File: config.mk
export PLATFORM = sky130hd
export DESIGN_NAME = instr_sequencer
export DESIGN_NICKNAME = d
export VERILOG_FILES = /design/src/rtl/instr_sequencer_pkg.sv /design/src/rtl/instr_sequencer_opcode_decoder.sv /design/src/rtl/instr_sequencer.sv
export SDC_FILE = /design/constraint.sdc
export NUM_CORES = 1
export LEC_CHECK = 0
export ABC_AREA = 1
export CORE_AREA = 2 2 89 91
export DETAILED_ROUTE_END_ITERATION = 10
export DIE_AREA = 0 0 91 93
export PLACE_DENSITY = 0.66
export RECOVER_POWER = 100
export SETUP_SLACK_MARGIN = 0.2
export SLEW_MARGIN = 0
export SYNTH_ARGS = -nofsm -noshare
export SYNTH_HDL_FRONTEND = slang
export SYNTH_SLANG_ARGS = --single-unit
File: constraint.sdc
create_clock -name clk -period 1.6 [get_ports clk]
set_input_delay 0.32 -clock clk [delete_from_list [all_inputs] [get_ports clk]]
set_output_delay 0.32 -clock clk [all_outputs]
set_load 0.05 [all_outputs]
File: src/rtl/instr_sequencer_pkg.sv
// instr_sequencer_pkg: shared state codes, opcodes and control-field encodings for the VA7 sequencer
package instr_sequencer_pkg;
   typedef logic [2:0] state_t;
   localparam state_t S_IDLE   = 3'd0;
   localparam state_t S_FETCH  = 3'd1;
   localparam state_t S_DECODE = 3'd2;
   localparam state_t S_EXEC   = 3'd3;
   localparam state_t S_MEM    = 3'd4;
   localparam state_t S_WB     = 3'd5;
   localparam state_t S_HALTED = 3'd6;
   localparam state_t S_FAULT  = 3'd7;
   localparam logic [5:0] OP_ALUR = 6'h00;
   localparam logic [5:0] OP_ALUI = 6'h01;
   localparam logic [5:0] OP_LD   = 6'h02;
   localparam logic [5:0] OP_ST   = 6'h03;
   localparam logic [5:0] OP_BR   = 6'h04;
   localparam logic [5:0] OP_BPL  = 6'h05;
   localparam logic [5:0] OP_BMI  = 6'h06;
   localparam logic [5:0] OP_BZ   = 6'h07;
   localparam logic [5:0] OP_PUSH = 6'h08;
   localparam logic [5:0] OP_POP  = 6'h09;
   localparam logic [5:0] OP_CALL = 6'h0A;
   localparam logic [5:0] OP_RET  = 6'h0B;
   localparam logic [5:0] OP_HALT = 6'h3F;
   localparam logic [2:0] BR_NONE = 3'b000;
   localparam logic [2:0] BR_BR   = 3'b001;
   localparam logic [2:0] BR_BPL  = 3'b010;
   localparam logic [2:0] BR_BMI  = 3'b011;
   localparam logic [2:0] BR_BZ   = 3'b100;
   localparam logic [2:0] SK_NONE = 3'b000;
   localparam logic [2:0] SK_PUSH = 3'b001;
   localparam logic [2:0] SK_POP  = 3'b010;
   localparam logic [2:0] SK_CALL = 3'b011;
   localparam logic [2:0] SK_RET  = 3'b100;
   localparam logic [1:0] ADDR_PC  = 2'd0;
   localparam logic [1:0] ADDR_ALU = 2'd1;
   localparam logic [1:0] ADDR_SP  = 2'd2;
endpackage

File: src/rtl/instr_sequencer_opcode_decoder.sv
// instr_sequencer_opcode_decoder: combinational opcode to control-field map; unknown opcodes decode as a NOP
module instr_sequencer_opcode_decoder
   import instr_sequencer_pkg::*;
(
   input  logic [5:0] opcode,
   output logic       needs_mem,
   output logic       mem_write,
   output logic [1:0] addr_sel,
   output logic       reg_we,
   output logic       sp_we,
   output logic [2:0] branch_op,
   output logic [2:0] stack_op,
   output logic       is_halt
);
   // decode every control field from the opcode alone
   always_comb begin
      needs_mem = 1'b0;
      mem_write = 1'b0;
      addr_sel  = ADDR_PC;
      reg_we    = 1'b0;
      sp_we     = 1'b0;
      branch_op = BR_NONE;
      stack_op  = SK_NONE;
      is_halt   = 1'b0;
      case (opcode)
         OP_ALUR, OP_ALUI: reg_we = 1'b1;
         OP_LD:   begin needs_mem = 1'b1; addr_sel = ADDR_ALU; reg_we = 1'b1; end
         OP_ST:   begin needs_mem = 1'b1; addr_sel = ADDR_ALU; mem_write = 1'b1; end
         OP_BR:   branch_op = BR_BR;
         OP_BPL:  branch_op = BR_BPL;
         OP_BMI:  branch_op = BR_BMI;
         OP_BZ:   branch_op = BR_BZ;
         OP_PUSH: begin needs_mem = 1'b1; addr_sel = ADDR_SP; mem_write = 1'b1; sp_we = 1'b1; stack_op = SK_PUSH; end
         OP_POP:  begin needs_mem = 1'b1; addr_sel = ADDR_SP; reg_we = 1'b1; sp_we = 1'b1; stack_op = SK_POP; end
         OP_CALL: begin needs_mem = 1'b1; addr_sel = ADDR_SP; mem_write = 1'b1; sp_we = 1'b1; stack_op = SK_CALL; end
         OP_RET:  begin needs_mem = 1'b1; addr_sel = ADDR_SP; sp_we = 1'b1; stack_op = SK_RET; end
         OP_HALT: is_halt = 1'b1;
         default: ;
      endcase
   end
endmodule

File: src/rtl/instr_sequencer.sv
// instr_sequencer: multi-cycle FETCH/DECODE/EXEC/MEM/WB control FSM with memory timeout and retire counter
module instr_sequencer
   import instr_sequencer_pkg::*;
#(
   parameter int unsigned MEM_TIMEOUT = 255,
   parameter int unsigned CNT_W       = 32
) (
   input  logic             clk,
   input  logic             rst,
   input  logic             start,
   input  logic [31:0]      instr,
   input  logic             mem_ready,
   output logic             mem_req,
   output logic             mem_we,
   output logic [1:0]       addr_sel,
   output logic             ir_we,
   output logic             alu_en,
   output logic             reg_we,
   output logic             sp_we,
   output logic             pc_we,
   output logic [2:0]       branch_op,
   output logic [2:0]       stack_op,
   output logic             halted,
   output logic             fault,
   output logic [CNT_W-1:0] retired
);
   localparam int TW = $clog2(MEM_TIMEOUT + 1);
   state_t        state, nxt;
   logic [TW-1:0] cnt;
   logic          d_mem, d_wr, d_reg, d_sp, d_halt;
   logic [1:0]    d_addr;
   logic [2:0]    d_br, d_sk;
   logic          waiting, timeout;
   logic          unused_instr;
   assign unused_instr = ^instr[25:0];
   instr_sequencer_opcode_decoder u_dec (
      .opcode    (instr[31:26]),
      .needs_mem (d_mem),
      .mem_write (d_wr),
      .addr_sel  (d_addr),
      .reg_we    (d_reg),
      .sp_we     (d_sp),
      .branch_op (d_br),
      .stack_op  (d_sk),
      .is_halt   (d_halt)
   );
   assign mem_req   = state == S_FETCH || state == S_MEM;
   assign mem_we    = state == S_MEM && d_wr;
   assign addr_sel  = state == S_MEM ? d_addr : ADDR_PC;
   assign ir_we     = state == S_FETCH && mem_ready;
   assign alu_en    = state == S_EXEC;
   assign reg_we    = state == S_WB && d_reg;
   assign sp_we     = state == S_WB && d_sp;
   assign pc_we     = state == S_WB;
   assign branch_op = state == S_WB ? d_br : BR_NONE;
   assign stack_op  = state == S_WB ? d_sk : SK_NONE;
   assign halted    = state == S_HALTED;
   assign fault     = state == S_FAULT;
   assign waiting   = mem_req && !mem_ready;
   assign timeout   = waiting && cnt == TW'(MEM_TIMEOUT - 1);
   // next state; the access that would push the wait count to MEM_TIMEOUT goes to FAULT instead
   always_comb begin
      nxt = state;
      case (state)
         S_IDLE:   nxt = start ? S_FETCH : S_IDLE;
         S_FETCH:  nxt = mem_ready ? S_DECODE : timeout ? S_FAULT : S_FETCH;
         S_DECODE: nxt = d_halt ? S_HALTED : S_EXEC;
         S_EXEC:   nxt = d_mem ? S_MEM : S_WB;
         S_MEM:    nxt = mem_ready ? S_WB : timeout ? S_FAULT : S_MEM;
         S_WB:     nxt = S_FETCH;
         default:  nxt = state;
      endcase
   end
   // state, wait counter and retired-instruction counter
   always_ff @(posedge clk or negedge rst) begin
      if (!rst) begin
         state   <= S_IDLE;
         cnt     <= '0;
         retired <= '0;
      end else begin
         state   <= nxt;
         cnt     <= waiting ? cnt + TW'(1) : mem_req ? '0 : cnt;
         retired <= state == S_WB ? retired + CNT_W'(1) : retired;
      end
   end
endmodule
Yosys cells after proc, flatten, opt, wreduce, memory -nomap -nowiden
Index checks and enable logic that the tools add are counted.
W data, S select, Z words.
{ "totals": {"ff_bits": 43, "in_bits": 36, "out_inout_bits": 49, "wordCells": 63} }
{ "op_classes": {"n_eq_ne": 20, "n_addsub": 2, "n_mux": 21, "reduce_logical": 17} }
{ "ops": {"columns": ["cell", "n"], "rows": [
  ["$add A32 B1 Y32 const B", 1],
  ["$eq A6 B3 Y1 const B", 4],
  ["$eq A6 B4 Y1 const B", 4],
  ["$pmux W3 S4", 2],
  ["$pmux W3 S6", 1],
  ["$mux W8", 2],
  ["$mux W3", 5],
  ["$eq A3 B3 Y1 const B", 4],
  ["$eq A6 B2 Y1 const B", 2],
  ["$add A8 B1 Y8 const B", 1],
  ["$eq A8 B8 Y1 const B", 1],
  ["$reduce_or A4 Y1", 2],
  ["$mux W1", 7],
  ["$eq A3 B2 Y1 const B", 2],
  ["$eq A6 B1 Y1 const B", 1],
  ["$eq A6 B6 Y1 const B", 1],
  ["$logic_and A1 B1 Y1", 6],
  ["$logic_not A6 Y1", 1],
  ["$mux W2", 3],
  ["$reduce_bool A6 Y1", 1],
  ["$reduce_or A6 Y1", 1],
  ["$pmux W2 S2", 1],
  ["$eq A3 B1 Y1 const B", 1],
  ["$logic_not A3 Y1", 1],
  ["5 further kinds", 5]
]} }

Logic depth before layout (Yosys ltp)
{ "logic_depth": {"word_depth": 7, "mapped_depth": 10, "depth_no_buf": 10} }

Cells and area by module
A second synthesis with hierarchy kept.
{ "hier_totals": {"hier_cells": 480, "hier_area_um2": 3035.4} }
{ "modules_own_cells": {"columns": ["module", "cells_per_inst", "area_per_inst_um2", "instances", "seq_area_each_um2"], "rows": [
  ["instr_sequencer", 443, 2870.3, 1, 1076.0],
  ["instr_sequencer_opcode_decoder", 37, 165.2, 1, 0.0]
]} }

Worst setup path after synthesis
OpenSTA, ideal clock, no wires.
{ "synth_timing": {"path_type": "reg-to-reg", "startpoint": "reg state[1]", "endpoint": "reg state[0]", "arrival_ns": 2.070, "setup_slack_ns": -0.535, "stages_incl_launch_ff": 9, "required_time_ns": 1.535, "path_cell_list": "dfrtp_1 inv_2 nor3_1 nand2_1 nor2_1 nor2_1 nand2_1 nand2_1 nand2_1"} }
{ "synth_lines": {"columns": ["element", "line", "rtl"], "rows": [
  ["from (decl)", "instr_sequencer.sv:28", "state_t state, nxt;"],
  ["from (signal assigned)", "instr_sequencer.sv:81", "state <= nxt;"],
  ["$eq A3 B2 Y1 (*)", null, null],
  ["named net alu_en", "instr_sequencer.sv:17", "output logic alu_en,"],
  ["$pmux W3 S6 / $reduce_bool A6 Y1 (equally long branches)", null, null]
]} }
Mark *: on every way through the listed nets, which the timed path passes. The rest lies on a longest branch.
A chain may end at the register's enable or synchronous reset.

Worst setup path in the final report
{ "layout_timing": {"startpoint": "reg state[0]", "endpoint": "out reg_we"} }
{ "layout_between": {"elab_chain_len": 2} }
{ "layout_lines": {"columns": ["element", "line", "rtl"], "rows": [
  ["$eq A3 B3 Y1", "instr_sequencer.sv:52", "assign reg_we = state == S_WB && d_reg;"],
  ["$logic_and A1 B1 Y1", "instr_sequencer.sv:52", null],
  ["to (decl)", "instr_sequencer.sv:18", "output logic reg_we,"]
]} }
Every way passes these cells.

==> flow_summary.json <==
{
  "synth_warnings": 0,
  "use_met1": 0.219,
  "hold_viol_final": 0,
  "tightest_slew_ns": 0.966,
  "ant_nets": 0,
  "clock_path_buffers": 2,
  "power_density_nw_per_um2": 362,
  "cp.arrival_ns": 1.46,
  "initial_core_util": 0.371,
  "grt.overflow.total": 0,
  "port_buffers": 58,
  "clk_latency_ns": 0.30,
  "coreArea_um2": 7530,
  "period_minus_slack_ns": 1.78,
  "max_freq_mhz": 562,
  "grt_pass1_vias": 3059,
  "slew_headroom": 0.356,
  "status": "complete, but fails checks",
  "antenna_found_initial": 0,
  "ys_ff_latch": 43,
  "vias": 3099,
  "drive_gt1_frac": 0.501,
  "critPathMaxFanout": 4,
  "fin_nets": 580,
  "die_h_um": 93,
  "final_util": 0.695,
  "finalCritPeriodShare": 1.11,
  "hp-class": "reg -> reg",
  "first_iter_violations": 106,
  "ir_drop_uv": 288,
  "failed_checks": "negative setup slack",
  "synth_area_um2": 2790,
  "finalSetupTns_ns": -2.18,
  "cts_buffers": 5,
  "finalSetupViolCount": 22,
  "slew_viol_final": 0,
  "drt-total-wl_um": 8320,
  "grt_start_max_net_pins": 20,
  "htreeDepth": 2,
  "grt_pass1_wl_um": 13700,
  "drcViolationCount": 0,
  "die_x_um": 91,
  "power.total_mw": 1.90,
  "maxCapViolations": 0,
  "tritoncts": "done",
  "cts.clk_slew.worst_paths_ns": 0.09,
  "rsz0062_at_grt": "true",
  "ys_types": 34,
  "clk_root_buffer_cell": "clkbuf_8",
  "synth_nets": 440,
  "clock_sinks": 43,
  "floorplan.die_area_um2": 8460,
  "met3_usage": 0.0427,
  "syn2layout_area_growth_pct": 87.3,
  "wl_per_cell_um": 12.9,
  "worstPathRequired_ns": 1.28,
  "fillers": 587,
  "setup.worst_path.start_class": "flip-flop",
  "timing_worst_setup_path_type": "reg -> out",
  "finalClockSkew_ns": 0.0151,
  "io_pins": 85,
  "p_leak_nw": 2.29,
  "dpl.hpwl_um": 5740,
  "n_antenna_cell": 0,
  "dr.pass1.iters": 6,
  "setup.worst_path.end_class": "output port",
  "busiest_layer": "met2",
  "met2_usage": 0.359,
  "gp_congestion": 0.890,
  "place_ws_ns": -0.360,
  "hold_slack_ns": 0.532,
  "vias_per_cell": 4.82,
  "num_rows": 32,
  "setup_ws_ns": -0.178,
  "synth-seq-area-share": 0.385,
  "avgSynthCellArea_um2": 6.98,
  "grt.total_usage": 0.194,
  "synthCells": 400
}
[worst paths after layout]
check,start,slack (ns),end,cells past startpoint
setup reg to reg,state[0]$_DFFE_PN0P_,-0.05,retired[19]$_DFFE_PN0P_,11
max in group asynchronous,rst,0.09,retired[20]$_DFFE_PN0P_,3
hold / removal,retired[20]$_DFFE_PN0P_,0.53,retired[20]$_DFFE_PN0P_,1
min in group asynchronous,rst,0.68,state[0]$_DFFE_PN0P_,2
setup / recovery,state[0]$_DFFE_PN0P_,-0.18,reg_we,6
hold reg to reg,retired[20]$_DFFE_PN0P_,0.53,retired[20]$_DFFE_PN0P_,1
[cells in the mapped netlist]
| library cell | instances | area, um2 |
|---|---|---|
| a31oi_1 | 2 | 12.5 |
| a21boi_0 | 2 | 15.0 |
| xor2_1 | 9 | 78.8 |
| dfrtp_1 | 43 | 1080 |
| nor3_1 | 5 | 25.0 |
| nor2_4 | 4 | 45.0 |
| nand2_2 | 5 | 31.3 |
| nor2_1 | 69 | 259 |
| a21oi_1 | 6 | 30.0 |
| buf_4 | 1 | 7.51 |
| o22ai_1 | 2 | 12.5 |
| xnor2_1 | 14 | 123 |
| nor2_8 | 1 | 20.0 |
| nor3b_4 | 1 | 18.8 |
| o21bai_1 | 1 | 7.51 |
| nor2b_1 | 1 | 6.26 |
| inv_4 | 1 | 6.26 |
| inv_1 | 36 | 135 |
| ha_1 | 4 | 50.1 |
| and3_1 | 1 | 6.26 |
| nor2_2 | 3 | 18.8 |
| o21ai_2 | 1 | 8.76 |
| inv_2 | 2 | 7.51 |
| nand3b_1 | 5 | 37.5 |
| o21ai_1 | 1 | 5.00 |
| nand3_4 | 1 | 17.5 |
| nand2_1 | 142 | 533 |
| nand4_1 | 6 | 37.5 |
| buf_2 | 1 | 5.00 |
| o21ai_0 | 9 | 45.0 |
| nand3_1 | 18 | 90.1 |
| clkinv_1 | 1 | 3.75 |
| nand4_2 | 1 | 12.5 |
| nor4_1 | 1 | 6.26 |
[stage by stage]
step           cell area (um2)  instances
6_report                  5230        643
5_1_grt                   5230        643
2_1_floorplan             3060        400
3_3_place_gp              4420        582
4_1_cts                   4770        606
3_5_place_dp              4420        582
[area by class of cell]
type	count	area, um2	area share
inverters	40	178	0.0340
multi-input cells	315	2020	0.387
clock buffers	6	72.6	0.0139
well taps	102	128	0.0244
repair buffers	135	1700	0.325
clock inverters	2	12.5	0.00239
flip-flops and latches	43	1120	0.214
[worst max-delay path, stage by stage (launching register included)]
cell and delay, ns:
dfrtp_1 0.39, nand2_2 0.09, nor2_4 0.15, buf_4 0.16, clkinv_4 0.05, a31oi_4 0.16
buf_12 0.16
[power by group]
part	switching [mW]	internal [mW]
logic	0.0746	0.0461
clock network	0.376	0.305
registers	0.00379	1.09
total	0.454	1.44
[repair_timing]
item,in CTS,in global routing
pin swaps,21,14
hold endpoints to repair,16,0
hold buffers,1,0
resized for setup,51,53
setup buffers,15,37
endpoints found under the setup margin,45,54
[kinds of logic after synthesis]
group                      Yosys count  share of synthesized area
xor gates and xnor gates            23                     0.0721
adders and majority gates            4                     0.0179
buffers and inverters               42                     0.0591
AOI/OAI and AO/OA                   24                     0.0488
DFF                                 43                      0.385
and+or+nand+nor                    264                      0.417
[layout by cell type, fill, tap and decap left out, types with 2 or more instances in the layout]
master / Yosys / routed
buf_6: 0 / 8
a21oi_1: 6 / 3
xor2_1: 9 / 9
nand3_2: 0 / 2
o21ai_0: 9 / 4
inv_1: 36 / 30
clkdlybuf4s50_1: 0 / 2
nand2_1: 142 / 119
a21oi_4: 0 / 2
ha_1: 4 / 3
nor3_1: 5 / 3
a21boi_0: 2 / 2
nor2_4: 4 / 26
clkbuf_1: 0 / 2
nand3_4: 1 / 4
o21ai_1: 1 / 5
nor3_4: 0 / 2
nor2_2: 3 / 24
nand2_2: 5 / 22
dlygate4sd2_1: 0 / 6
nand2_4: 0 / 5
inv_2: 2 / 5
nor2_1: 69 / 26
buf_4: 1 / 65
nand3b_1: 5 / 5
inv_4: 1 / 2
clkbuf_8: 0 / 5
xnor2_1: 14 / 14
dfrtp_1: 43 / 12
buf_12: 0 / 51
nand3_1: 18 / 13
dfrtp_2: 0 / 30
nand4_1: 6 / 6
[state kept, by name, summed over array words and instances, names as in the netlist]
register / count
state: 3
retired: 32
cnt: 8
[per-layer routing]
metal | wire length, um | up-vias
met4 | 150 | 0
li1 | - | 1538
met1 | 3260 | 1469
met2 | 4500 | 76
met3 | 409 | 16
met5 | 0 | -
(Power assumes the default switching activity.)
